$ cat src/rtl/tli4970_frame_decoder.sv
// TLI4970 word decoder: parity/classify, offset-free current, moving average, watchdog (parity check under TLI4970_PARITY_CHECK_EN).
// Latency: current 2 cycles after frame_valid, average 3 cycles; accepts a frame every cycle, no backpressure.
module tli4970_frame_decoder #(
  parameter int AVG_LOG2       = 3,
  parameter int OFFSET         = 4096,
  parameter int TIMEOUT_CYCLES = 50000
) (
  input  logic        clock,
  input  logic        reset,
  input  logic        frame_valid,
  input  logic [15:0] frame_data,
  output logic [15:0] current_raw,
  output logic        current_valid,
  output logic [15:0] current_avg,
  output logic        avg_valid,
  output logic        ocd_flag,
  output logic [15:0] status_word,
  output logic [15:0] status_count,
  output logic [15:0] parity_error_count,
  output logic        stale
);

  localparam int WIN  = 1 << AVG_LOG2;
  localparam int SUMW = 16 + AVG_LOG2;
  localparam int WDW  = $clog2(TIMEOUT_CYCLES + 1);
  localparam logic [AVG_LOG2:0] WIN_FULL = (AVG_LOG2+1)'(WIN);
  localparam logic [WDW-1:0]    WD_MAX   = WDW'(TIMEOUT_CYCLES);

  logic        s1_vld;
  logic [15:0] s1_dat;
  logic        par_ok;

  always_ff @(posedge clock) begin
    if (reset) begin
      s1_vld <= 1'b0;
      s1_dat <= '0;
    end else begin
      s1_vld <= frame_valid;
      if (frame_valid) s1_dat <= frame_data;
    end
  end

`ifdef TLI4970_PARITY_CHECK_EN
  logic s1_par_ok;

  // Even ones count over all 16 bits marks a good word.
  always_ff @(posedge clock) begin
    if (reset)            s1_par_ok <= 1'b0;
    else if (frame_valid) s1_par_ok <= ~^frame_data;
  end

  assign par_ok = s1_par_ok;
`else
  assign par_ok = 1'b1;
`endif

  logic        sensor_acc;
  logic        status_acc;
  logic        par_err;
  logic [15:0] raw_ext;
  logic [15:0] cur_next;

  assign sensor_acc = s1_vld & par_ok & ~s1_dat[15];
  assign status_acc = s1_vld & par_ok &  s1_dat[15];
  assign par_err    = s1_vld & ~par_ok;
  assign raw_ext    = {3'b000, s1_dat[12:0]};
  assign cur_next   = raw_ext - 16'(OFFSET);

  always_ff @(posedge clock) begin
    if (reset) begin
      current_valid      <= 1'b0;
      current_raw        <= '0;
      ocd_flag           <= 1'b0;
      status_word        <= '0;
      status_count       <= '0;
      parity_error_count <= '0;
    end else begin
      current_valid <= sensor_acc;
      if (sensor_acc) begin
        current_raw <= cur_next;
        ocd_flag    <= s1_dat[13];
      end
      if (status_acc) begin
        status_word <= s1_dat;
        if (status_count != 16'hFFFF) status_count <= status_count + 16'd1;
      end
      if (par_err && parity_error_count != 16'hFFFF)
        parity_error_count <= parity_error_count + 16'd1;
    end
  end

  logic [15:0]         ring [WIN];
  logic [AVG_LOG2-1:0] wr_ptr;
  logic [AVG_LOG2:0]   fill;
  logic [SUMW-1:0]     sum;
  logic [SUMW-1:0]     sum_next;

  // Oldest sample is the slot about to be overwritten; slots start at zero so partial windows still sum correctly.
  assign sum_next = sum + {{AVG_LOG2{current_raw[15]}}, current_raw}
                        - {{AVG_LOG2{ring[wr_ptr][15]}}, ring[wr_ptr]};

  always_ff @(posedge clock) begin
    if (reset) begin
      for (int i = 0; i < WIN; i++) ring[i] <= '0;
      wr_ptr      <= '0;
      fill        <= '0;
      sum         <= '0;
      current_avg <= '0;
      avg_valid   <= 1'b0;
    end else begin
      avg_valid <= 1'b0;
      if (current_valid) begin
        ring[wr_ptr] <= current_raw;
        wr_ptr       <= wr_ptr + 1'b1;
        sum          <= sum_next;
        // Upper 16 bits of the sum are the floor-divided average.
        current_avg  <= sum_next[SUMW-1:AVG_LOG2];
        if (fill != WIN_FULL) fill <= fill + 1'b1;
        avg_valid    <= (fill >= WIN_FULL - 1'b1);
      end
    end
  end

  logic [WDW-1:0] wd_cnt;

  always_ff @(posedge clock) begin
    if (reset) begin
      wd_cnt <= '0;
      stale  <= 1'b0;
    end else if (sensor_acc) begin
      wd_cnt <= '0;
      stale  <= 1'b0;
    end else begin
      if (wd_cnt != WD_MAX) wd_cnt <= wd_cnt + 1'b1;
      if (wd_cnt >= WD_MAX - 1'b1) stale <= 1'b1;
    end
  end

endmodule
$ cat config.mk
export PLATFORM = sky130hd
export DESIGN_NAME = tli4970_frame_decoder
export DESIGN_NICKNAME = d
export VERILOG_FILES = /design/src/rtl/tli4970_frame_decoder.sv
export SDC_FILE = /design/constraint.sdc
export NUM_CORES = 1
export LEC_CHECK = 0
export ABC_AREA = 1
export CAP_MARGIN = 10
export CORE_UTILIZATION = 55
export CTS_BUF_LIST = sky130_fd_sc_hd__clkbuf_8
export CTS_CLUSTER_SIZE = 30
export DETAILED_ROUTE_END_ITERATION = 7
export PLACE_DENSITY = 0.75
export RECOVER_POWER = 100
export SETUP_SLACK_MARGIN = 0.15
export SYNTH_ARGS = -nofsm -noshare
export SYNTH_HDL_FRONTEND = slang
export SYNTH_SLANG_ARGS = --single-unit
export TNS_END_PERCENT = 20
$ cat constraint.sdc
create_clock -name clock -period 7.83 [get_ports clock]
set_clock_uncertainty 0.1 [all_clocks]
set_input_delay 1.566 -clock clock [delete_from_list [all_inputs] [get_ports clock]]
set_output_delay 1.566 -clock clock [all_outputs]
set_load 0.005 [all_outputs]
==> impl_metrics.env <==
export IMPL_status="finished, violations left"
export IMPL_violations="max-capacitance violations, max-slew violations"
export IMPL_cts_repair_resized=0
export IMPL_synth_edf_count=104
export IMPL_max_stage_delay_ns=0.91
export IMPL_synth_cell_type_count=42
export IMPL_wl_per_cell_um=16.0
export IMPL_antennaDiodeCount=0
export IMPL_wl_met2_um=11600
export IMPL_hold_violations=0
export IMPL_ys_seq_elements=215
export IMPL_top_layer_used="met4"
export IMPL_nFillCells=1594
export IMPL_synthCells=1296
export IMPL_swShare_pct=27.9
export IMPL_num_nets_final=1419
export IMPL_dieArea_mm2=0.0201
export IMPL_async_flop_share_pct=0
export IMPL_worst_pin_slew_ns=1.74
export IMPL_slew_violations=78
export IMPL_antenna_found_initial=0
export IMPL_relSlewSlack_pct=-16.3
export IMPL_fp_dieH_um=142
export IMPL_cellLeakagePower_nw=5.20
export IMPL_yosysMostFrequentCell="nor2_1"
export IMPL_synth_area_leader_cell="edfxtp_1"
export IMPL_pwr_share_comb_pct=14.4
export IMPL_period_share_pct=72.1
export IMPL_post_cts_setup_buffer_count=0
export IMPL_path_delay_family="buffers and inverters"
export IMPL_p_int_mw=1.83
export IMPL_die_w_um=142
export IMPL_worstHoldPathType="reg2reg"
export IMPL_rsz0062_at_grt="false"
export IMPL_cts_sinks=215
export IMPL_first_iter_violations=835
export IMPL_yosysWarnings=0
export IMPL_start_kind="flop"
export IMPL_wl_met1_um=11600
export IMPL_p_switching_mw=0.710
export IMPL_tns_ns=0
export IMPL_power_mw=2.54
export IMPL_grt_pass1_vias=8242
export IMPL_slowest_stage="inv_1"
export IMPL_worstPathCellList="clkbuf_1 > inv_1 > o21ai_0 > o22ai_1 > nor2_1 > a31oi_1 > fa_1 > inv_1 > ha_1 > nand2_1 > nor2_1 > nand3_1 > nand3_1 > nand2_1 > nand3_1 > nand3_1 > nand2_1 > inv_1"
export IMPL_period_needed_ns=5.65
export IMPL_worst_skew_pair_late_latency_ns=0.53
export IMPL_synth_flop_cell="dfxtp_1"
export IMPL_num_vias=8703
export IMPL_drc_errors=0
export IMPL_final_layout_size_suffix_gt1_share_pct=5.37
export IMPL_cts_htree_levels=2
export IMPL_dp_cells=1577
export IMPL_crit_required_ns=8.15
export IMPL_setup_violations=0
export IMPL_numCtsBuffers=37
export IMPL_vdd_drop_max_v=0.000140
export IMPL_end_kind="flop"
export IMPL_grtUsageTotal_pct=27.2
export IMPL_syn2layout_area_growth_pct=13.5
export IMPL_holdBufCountCts=0
export IMPL_drv_cap=2
export IMPL_root_buffer="clkbuf_8"
export IMPL_core_mm2=0.0190
export IMPL_ys_top_cells_by_area="edfxtp_1 (29%), dfxtp_1 (21%), nor2_1 (9.2%), nand2_1 (5.6%), o21ai_0 (5.5%)"
export IMPL_clkTransAtPathRegs_ns=0.06
export IMPL_path_max_fanout=52
export IMPL_pin_count=103
export IMPL_cp_arrival_ns=5.97
export IMPL_drt_first_pass_iters=5
export IMPL_std_cell_rows=50
export IMPL_drtAntennaViolNets=0
export IMPL_p_seq_share_pct=48.7
export IMPL_crit_type="reg2reg"
export IMPL_routed_wl_um=26300
export IMPL_gp_congestion=0.922
export IMPL_cts_tree="done"
export IMPL_p_per_area_mw_per_mm2=209
export IMPL_start_util_pct=56.7
export IMPL_syn_area_mm2=0.0107
export IMPL_overflow=0
export IMPL_grt_max_degree=53
export IMPL_path_common_cell="nand3_1"
export IMPL_final_cells=1639
export IMPL_ys_seq_area_share_pct=49.7
export IMPL_clockBufferDepth=3
export IMPL_place_hpwl_um=18100
export IMPL_portBuffers=86
export IMPL_wl_met3_um=2320
export IMPL_postSynthAreaPerCell_um2=8.29
export IMPL_synthTopCellsByCount="nor2_1 (262), nand2_1 (161), inv_1 (155)"
export IMPL_viasPerCell=5.31
export IMPL_cp_num_buf_inv=4
export IMPL_grt_pass1_wl_um=42500
export IMPL_synth_top_cell_area_share_pct=29.1
export IMPL_max_freq_ghz=0.177
export IMPL_pwr_share_clk_pct=36.9
-- cells in the final DEF, fill, tap and decap left out, drive strengths merged, types with 17 or more instances in the layout --
master / instances
clkbuf: 45
edfxtp: 104
nand2: 166
nand3: 43
dfxtp: 111
o22ai: 27
fa: 18
o21ai: 119
ha: 26
dlygate4sd3: 69
nor2: 266
clkdlybuf4s50: 17
inv: 186
a21oi: 95
-- power groups by stage --
stage	clock network [mW]	registers (mW)	logic, mW
4_1_cts	0.947	1.24	0.368
3_5_place_dp	0	1.26	0.366
3_3_place_gp	0	1.26	0.361
5_1_grt	1.00	1.24	0.417
2_1_floorplan	0	1.25	0.274
6_report	0.938	1.24	0.367
-- worst reg2reg max path: cells and delay by family, from the launching register on --
| kind | cells | cell delay, ns |
|---|---|---|
| AOI/OAI and AO/OA | 3 | 0.78 |
| DFF | 1 | 0.84 |
| buffers and inverters | 4 | 1.89 |
| and+or+nand+nor | 9 | 1.06 |
| adders and majority gates | 2 | 0.89 |
-- final timing paths --
check                               from               to  slack [ns]  cells past startpoint
worst max-delay path                flop  current_avg[14]        2.18                     18
worst min-delay path            ocd_flag         ocd_flag        0.37                      2
worst max register to register      flop  current_avg[14]        2.18                     18
worst min register to register  ocd_flag         ocd_flag        0.37                      2
-- layer usage --
layer | vias up | global-route usage, %
met5 | - | 0
met4 | 0 | 9.05
met3 | 59 | 6.92
met2 | 352 | 42.0
met1 | 4001 | 37.4
li1 | 4291 | -
-- metrics by stage --
stage	setup slack, ns	utilization, %	area (µm²)	hold slack, ns
global placement	3.54	60.9	11500	0.354
CTS	3.43	64.4	12200	0.375
floorplan	4.61	-	10800	0.340
detailed placement	3.42	60.9	11500	0.358
global route	1.59	64.3	12200	0.406
finish	2.18	64.3	12200	0.374
-- flip-flops by register name (all words and copies together) (netlist names), 3 cells and up, named ones only --
signal / flops
status_word: 16
current_raw: 13
fill: 4
status_count: 16
ring: 104
s1_dat: 16
wd_cnt: 16
sum: 3
current_avg: 16
wr_ptr: 3
-- final cells by class --
cell class / count / area [µm²] / share of cell area [%]
Multi-Input combinational cell: 838 / 4320 / 35.4
Clock inverter: 20 / 90.1 / 0.739
Inverter: 173 / 652 / 5.34
Clock buffer: 42 / 578 / 4.74
Tap cell: 260 / 325 / 2.67
Timing Repair Buffer: 91 / 887 / 7.27
Sequential cell: 215 / 5350 / 43.8
-- logic make-up (layout without fill, tap and decap cells) --
| kind of cell | Yosys count | in the layout | synth area share, % |
|---|---|---|---|
| other | 1 | 16 | 0.0349 |
| adders and majority gates | 44 | 44 | 6.38 |
| AOI/OAI and AO/OA | 260 | 260 | 12.7 |
| xor gates and xnor gates | 19 | 19 | 1.55 |
| buffers and inverters | 258 | 326 | 10.6 |
| and+or+nand+nor | 499 | 499 | 19.0 |
| DFF | 215 | 215 | 49.7 |
Power figures use the tool's default switching activity.
